===== src/rtl/ntru_arith_pkg.sv =====
// Shared NTRU arithmetic constants and coefficient type.
// Used by the MAC pipeline and its multiplier.
package ntru_arith_pkg;
  localparam int NTRU_N    = 677;
  localparam int NTRU_LOGQ = 11;
  localparam int COEF_W    = 16;
  localparam int MAC_STAGES = 3;

  typedef logic signed [COEF_W-1:0] coef_t;
endpackage


===== src/rtl/ntru_mul_trunc.sv =====
// Combinational signed multiply, result truncated to P_W bits.
// Intended to map onto a single DSP slice.
module ntru_mul_trunc
  import ntru_arith_pkg::*;
#(
  parameter int A_W = COEF_W,
  parameter int B_W = COEF_W,
  parameter int P_W = COEF_W
) (
  input  logic signed [A_W-1:0] a,
  input  logic signed [B_W-1:0] b,
  output logic        [P_W-1:0] p
);
  localparam int FW = A_W + B_W;

  logic signed [FW-1:0] ax;
  logic signed [FW-1:0] bx;

  assign ax = FW'(a);
  assign bx = FW'(b);
  assign p  = P_W'(ax * bx);
endmodule


===== src/rtl/ntru_mac_pipe.sv =====
// Pipelined signed multiply-accumulate with valid/ready backpressure.
// Optional NTRU_MAC_MOD_Q_EN masks results to the low LOGQ bits.
module ntru_mac_pipe
  import ntru_arith_pkg::*;
#(
  parameter int DIN0_WIDTH = COEF_W,
  parameter int DIN1_WIDTH = COEF_W,
  parameter int DOUT_WIDTH = COEF_W,
  parameter int NUM_STAGE  = MAC_STAGES,
  parameter int LOGQ       = NTRU_LOGQ
) (
  input  logic                  ap_clk,
  input  logic                  ap_rst_n,
  input  logic                  in_valid,
  output logic                  in_ready,
  input  logic [DIN0_WIDTH-1:0] din0,
  input  logic [DIN1_WIDTH-1:0] din1,
  input  logic                  acc,
  output logic                  out_valid,
  input  logic                  out_ready,
  output logic [DOUT_WIDTH-1:0] dout,
  output logic                  busy
);
  localparam int MID = NUM_STAGE - 2;
`ifdef NTRU_MAC_MOD_Q_EN
  localparam int QCUT = DOUT_WIDTH - LOGQ;
`else
  localparam int QCUT = 0 * LOGQ;
`endif
  localparam logic [DOUT_WIDTH-1:0] KEEP =
    {DOUT_WIDTH{1'b1}} >> QCUT;

  logic                         ce;
  logic signed [DIN0_WIDTH-1:0] s1_a;
  logic signed [DIN1_WIDTH-1:0] s1_b;
  logic                         s1_acc;
  logic                         s1_v;
  logic [DOUT_WIDTH-1:0]        prod;
  logic [DOUT_WIDTH-1:0]        tail_p;
  logic                         tail_acc;
  logic                         tail_v;
  logic                         mid_busy;
  logic [DOUT_WIDTH-1:0]        sum;

  assign ce       = !out_valid || out_ready;
  assign in_ready = ce;

  always_ff @(posedge ap_clk or negedge ap_rst_n) begin
    if (!ap_rst_n) begin
      s1_v <= 1'b0;
    end else if (ce) begin
      s1_v <= in_valid;
    end
  end

  always_ff @(posedge ap_clk) begin
    if (ce) begin
      s1_a   <= din0;
      s1_b   <= din1;
      s1_acc <= acc;
    end
  end

  ntru_mul_trunc #(
    .A_W(DIN0_WIDTH),
    .B_W(DIN1_WIDTH),
    .P_W(DOUT_WIDTH)
  ) u_mul (
    .a(s1_a),
    .b(s1_b),
    .p(prod)
  );

  if (MID == 0) begin : g_direct
    assign tail_p   = prod;
    assign tail_acc = s1_acc;
    assign tail_v   = s1_v;
    assign mid_busy = 1'b0;
  end else begin : g_delay
    logic [DOUT_WIDTH-1:0] p_q [MID];
    logic [MID-1:0]        acc_q;
    logic [MID-1:0]        v_q;

    always_ff @(posedge ap_clk or negedge ap_rst_n) begin
      if (!ap_rst_n) begin
        v_q <= '0;
      end else if (ce) begin
        v_q[0] <= s1_v;
        for (int i = 1; i < MID; i++) begin
          v_q[i] <= v_q[i-1];
        end
      end
    end

    always_ff @(posedge ap_clk) begin
      if (ce) begin
        p_q[0]   <= prod;
        acc_q[0] <= s1_acc;
        for (int i = 1; i < MID; i++) begin
          p_q[i]   <= p_q[i-1];
          acc_q[i] <= acc_q[i-1];
        end
      end
    end

    assign tail_p   = p_q[MID-1];
    assign tail_acc = acc_q[MID-1];
    assign tail_v   = v_q[MID-1];
    assign mid_busy = |v_q;
  end

  assign sum = ((tail_acc ? dout : '0) + tail_p) & KEEP;

  // dout only changes on a valid item so bubbles keep the running sum
  always_ff @(posedge ap_clk or negedge ap_rst_n) begin
    if (!ap_rst_n) begin
      out_valid <= 1'b0;
      dout      <= '0;
    end else if (ce) begin
      out_valid <= tail_v;
      if (tail_v) begin
        dout <= sum;
      end
    end
  end

  assign busy = s1_v | mid_busy | out_valid;
endmodule

===== config.mk =====
export PLATFORM = sky130hd
export DESIGN_NAME = ntru_mac_pipe
export DESIGN_NICKNAME = d
export VERILOG_FILES = /design/src/rtl/ntru_arith_pkg.sv /design/src/rtl/ntru_mul_trunc.sv /design/src/rtl/ntru_mac_pipe.sv
export SDC_FILE = /design/constraint.sdc
export NUM_CORES = 1
export LEC_CHECK = 0
export BUFFER_PORTS_ARGS = -buffer_cell sky130_fd_sc_hd__buf_2
export CAP_MARGIN = 20
export CORE_ASPECT_RATIO = 0.9
export CORE_MARGIN = 4
export CORE_UTILIZATION = 56
export CTS_CLUSTER_DIAMETER = 80
export DETAILED_ROUTE_END_ITERATION = 8
export PLACE_DENSITY = 0.84
export SLEW_MARGIN = 15
export SYNTH_ARGS = -nofsm -noshare
export SYNTH_HDL_FRONTEND = slang
export SYNTH_HIERARCHICAL = 1
export SYNTH_SLANG_ARGS = --single-unit

===== constraint.sdc =====
create_clock -name ap_clk -period 5 [get_ports ap_clk]
set_input_delay 0 -clock ap_clk [delete_from_list [all_inputs] [get_ports ap_clk]]
set_output_delay 0 -clock ap_clk [all_outputs]
set_load 0.1 [all_outputs]

==> results.cfg <==
[placement]
portBuffers = 55
routabilityCongestion = 0.9269
dpl.hpwl_um = 11660
dp.cells = 955
preCtsSetupSlack_ns = -0.1256

[flow_run]
maxCapViolCount = 0

[cells_and_area]
nets = 1067
diodes = 0
multiInputGateArea_mm2 = 0.004840
syn2layout_area_growth_pct = 25.49
regArea_mm2 = 0.001977
fin_cells = 1043
fillers = 798
layout-drive-gt1-share = 0.2412

[clock_tree]
clk_pin_slew_worst_paths_ns = 0.05
clk_latency_ns = 0.34
cts_tree = yes
clock-sinks = 69
root_buffer = clkbuf_16
htreeDepth = 3
cts_buffers = 9
clk_path_buf_depth = 2

[drt]
routed_wl_um = 18340
drtIter0Drc = 381
ant_nets = 0
num_vias = 5645
first_pass_iters = 5
wl_per_cell_um = 17.59
post-route-drc-count = 0
viasPerCell = 5.412

[logic_synthesis]
synth.most_common_cell = inv_1
synth_warnings = 6
netlist_area_mm2 = 0.007201
yosysUniqueCellTypes = 49
synthFlopType = edfxtp_1
syn_nets = 908
synthCells = 715
async_flop_share = 0.2754
synth_edf_count = 50
synth_top_area_frac = 0.2224
synth_seq_cells = 69
seq_area_frac_synth = 0.2745
yosys-top-cells-count = inv_1, nand2_1, fa_1
avgSynthCellArea_um2 = 10.07
ys_top_cells_by_area = fa_1, edfxtp_1, ha_1, inv_1, and2_1
synth_area_leader_cell = fa_1

[setup_path]
path_class = reg -> reg
critical_path.max_fanout = 8
end_kind = flop
cp.arrival_ns = 5.17
start_kind = flop
required_ns = 5.07

[timing]
timing.final.crit_share = 1.020
setup_viol = 4
max_slew_margin = 0.4026
skew_ns = 0.01034
period_minus_slack_ns = 5.101
fmax_ghz = 0.1960
drv_slew = 0
rsz0062_at_grt = yes
worst_pin_slew_ns = 0.8939
worst_slack_ns = -0.1009
finalHoldViolCount = 0

[global_routing]
grt_overflow_total = 0
antenna_found_initial = 2
grt_max_degree = 56
grt_pass1_vias = 5759
grt_pass1_wl_um = 28630
grt_use_total = 0.2507

[worst_hold_path]
hold_class = in -> async

[floorplanning]
die_h_um = 115.6
core_mm2 = 0.01264
dieArea_mm2 = 0.01474
fp-row-count = 39
die_width_um = 127.5
start_util = 0.5697
io_pins = 56

[run_status]
status = finished with violations
violations = setup timing
## metrics by stage
stage | utilization | hold slack (ns) | TNS (ns) | area, um^2
2_1_floorplan | - | -0.2956 | 0 | 7228
3_3_place_gp | 0.6261 | -0.03728 | 0 | 7913
3_5_place_dp | 0.6261 | -0.02905 | -0.3372 | 7913
4_1_cts | 0.6935 | 0.1443 | 0 | 8765
5_1_grt | 0.7150 | 0.1722 | -0.8642 | 9036
6_report | 0.7150 | 0.1376 | -0.2925 | 9036
## area by class of cell
cell class	count	share of cell area
multi-input combinational	494	0.5356
sequential	69	0.2188
timing repair buffer	169	0.1403
inverter	131	0.05442
clock buffer	13	0.02659
tap	164	0.02271
clock inverter	3	0.001662
## worst paths after layout
kind	from	endpoint	slack [ns]	cells past startpoint
hold / removal	ap_rst_n	dout[4]$_DFFE_PN0P_	0.14	2
max in group asynchronous	ap_rst_n	dout[15]$_DFFE_PN0P_	4.55	2
min in group ap_clk	din0[2]	s1_a[2]$_DFFE_PN_	0.36	2
hold reg to reg	s1_acc$_DFFE_PN_	g_delay.acc_q$_DFFE_PN_	0.44	0
setup reg to reg	s1_b[5]$_DFFE_PN_	g_delay.p_q[0][14]$_DFFE_PN_	-0.10	17
setup / recovery	s1_b[5]$_DFFE_PN_	g_delay.p_q[0][14]$_DFFE_PN_	-0.10	17
## repair_timing
item / CTS / global route
hold buffers: 35 / 0
pin swaps: 18 / 40
endpoints found under the hold margin: 53 / 0
setup buffers: 24 / 13
resized for setup: 16 / 42
setup endpoints to repair: 4 / 6
## per-layer routing
layer	vias to the layer above	global-route usage	wire [um]
met4	4	0.1001	842
met1	2728	0.3042	7073
li1	2570	-	-
met3	75	0.06406	1343
met2	268	0.4314	9036
met5	-	0	46
## logic make-up (layout without fill, tap and decap cells)
family                   Yosys count  in the layout  synth area share
AND/OR/NAND/NOR                  205            205            0.1463
adder cells (fa/ha/maj)          156            156            0.3545
buffers and inverters            152            316           0.08062
AO/OA/AOI/OAI                     73             73           0.06412
flip-flops                        69             69            0.2745
XOR/XNOR                          52             52           0.06725
multiplexers                       8              8           0.01268
## state kept, by name, indices dropped and copies added (netlist names)
register	count
g_delay.v_q	1
out_valid	1
s1_v	1
dout	16
s1_a	16
s1_acc	1
g_delay.acc_q	1
g_delay.p_q	16
s1_b	16
## placed cells by master, fill, tap and decap left out, drive strengths merged, types with 4 or more instances in the layout
cell type and count:
o211ai 5, xor2 15, xnor2 36, nor2 9, o21bai 4, dlygate4sd3 35, dfrtp 19, buf 134
a21oi 23, o21ai 21, edfxtp 50, fa 80, mux2 6, ha 76, nand2 97, clkbuf 13
and2 79, a21o 9, nand3 4, nand2b 4, inv 131
## worst max-delay path: stages, from the launching register on
cell	delay, ns
edfxtp_1	0.54
buf_4	0.21
and2_1	0.17
fa_1	0.52
fa_1	0.41
ha_1	0.19
inv_1	0.07
fa_1	0.43
fa_1	0.56
fa_1	0.41
inv_1	0.10
ha_4	0.21
a21o_1	0.18
a21o_1	0.20
a21o_1	0.19
a21oi_2	0.18
a211o_1	0.17
o311ai_2	0.10
Power is left out: the tool's default activity adds up to more than one toggle a clock period on the data nets, which glitch-free logic cannot reach.
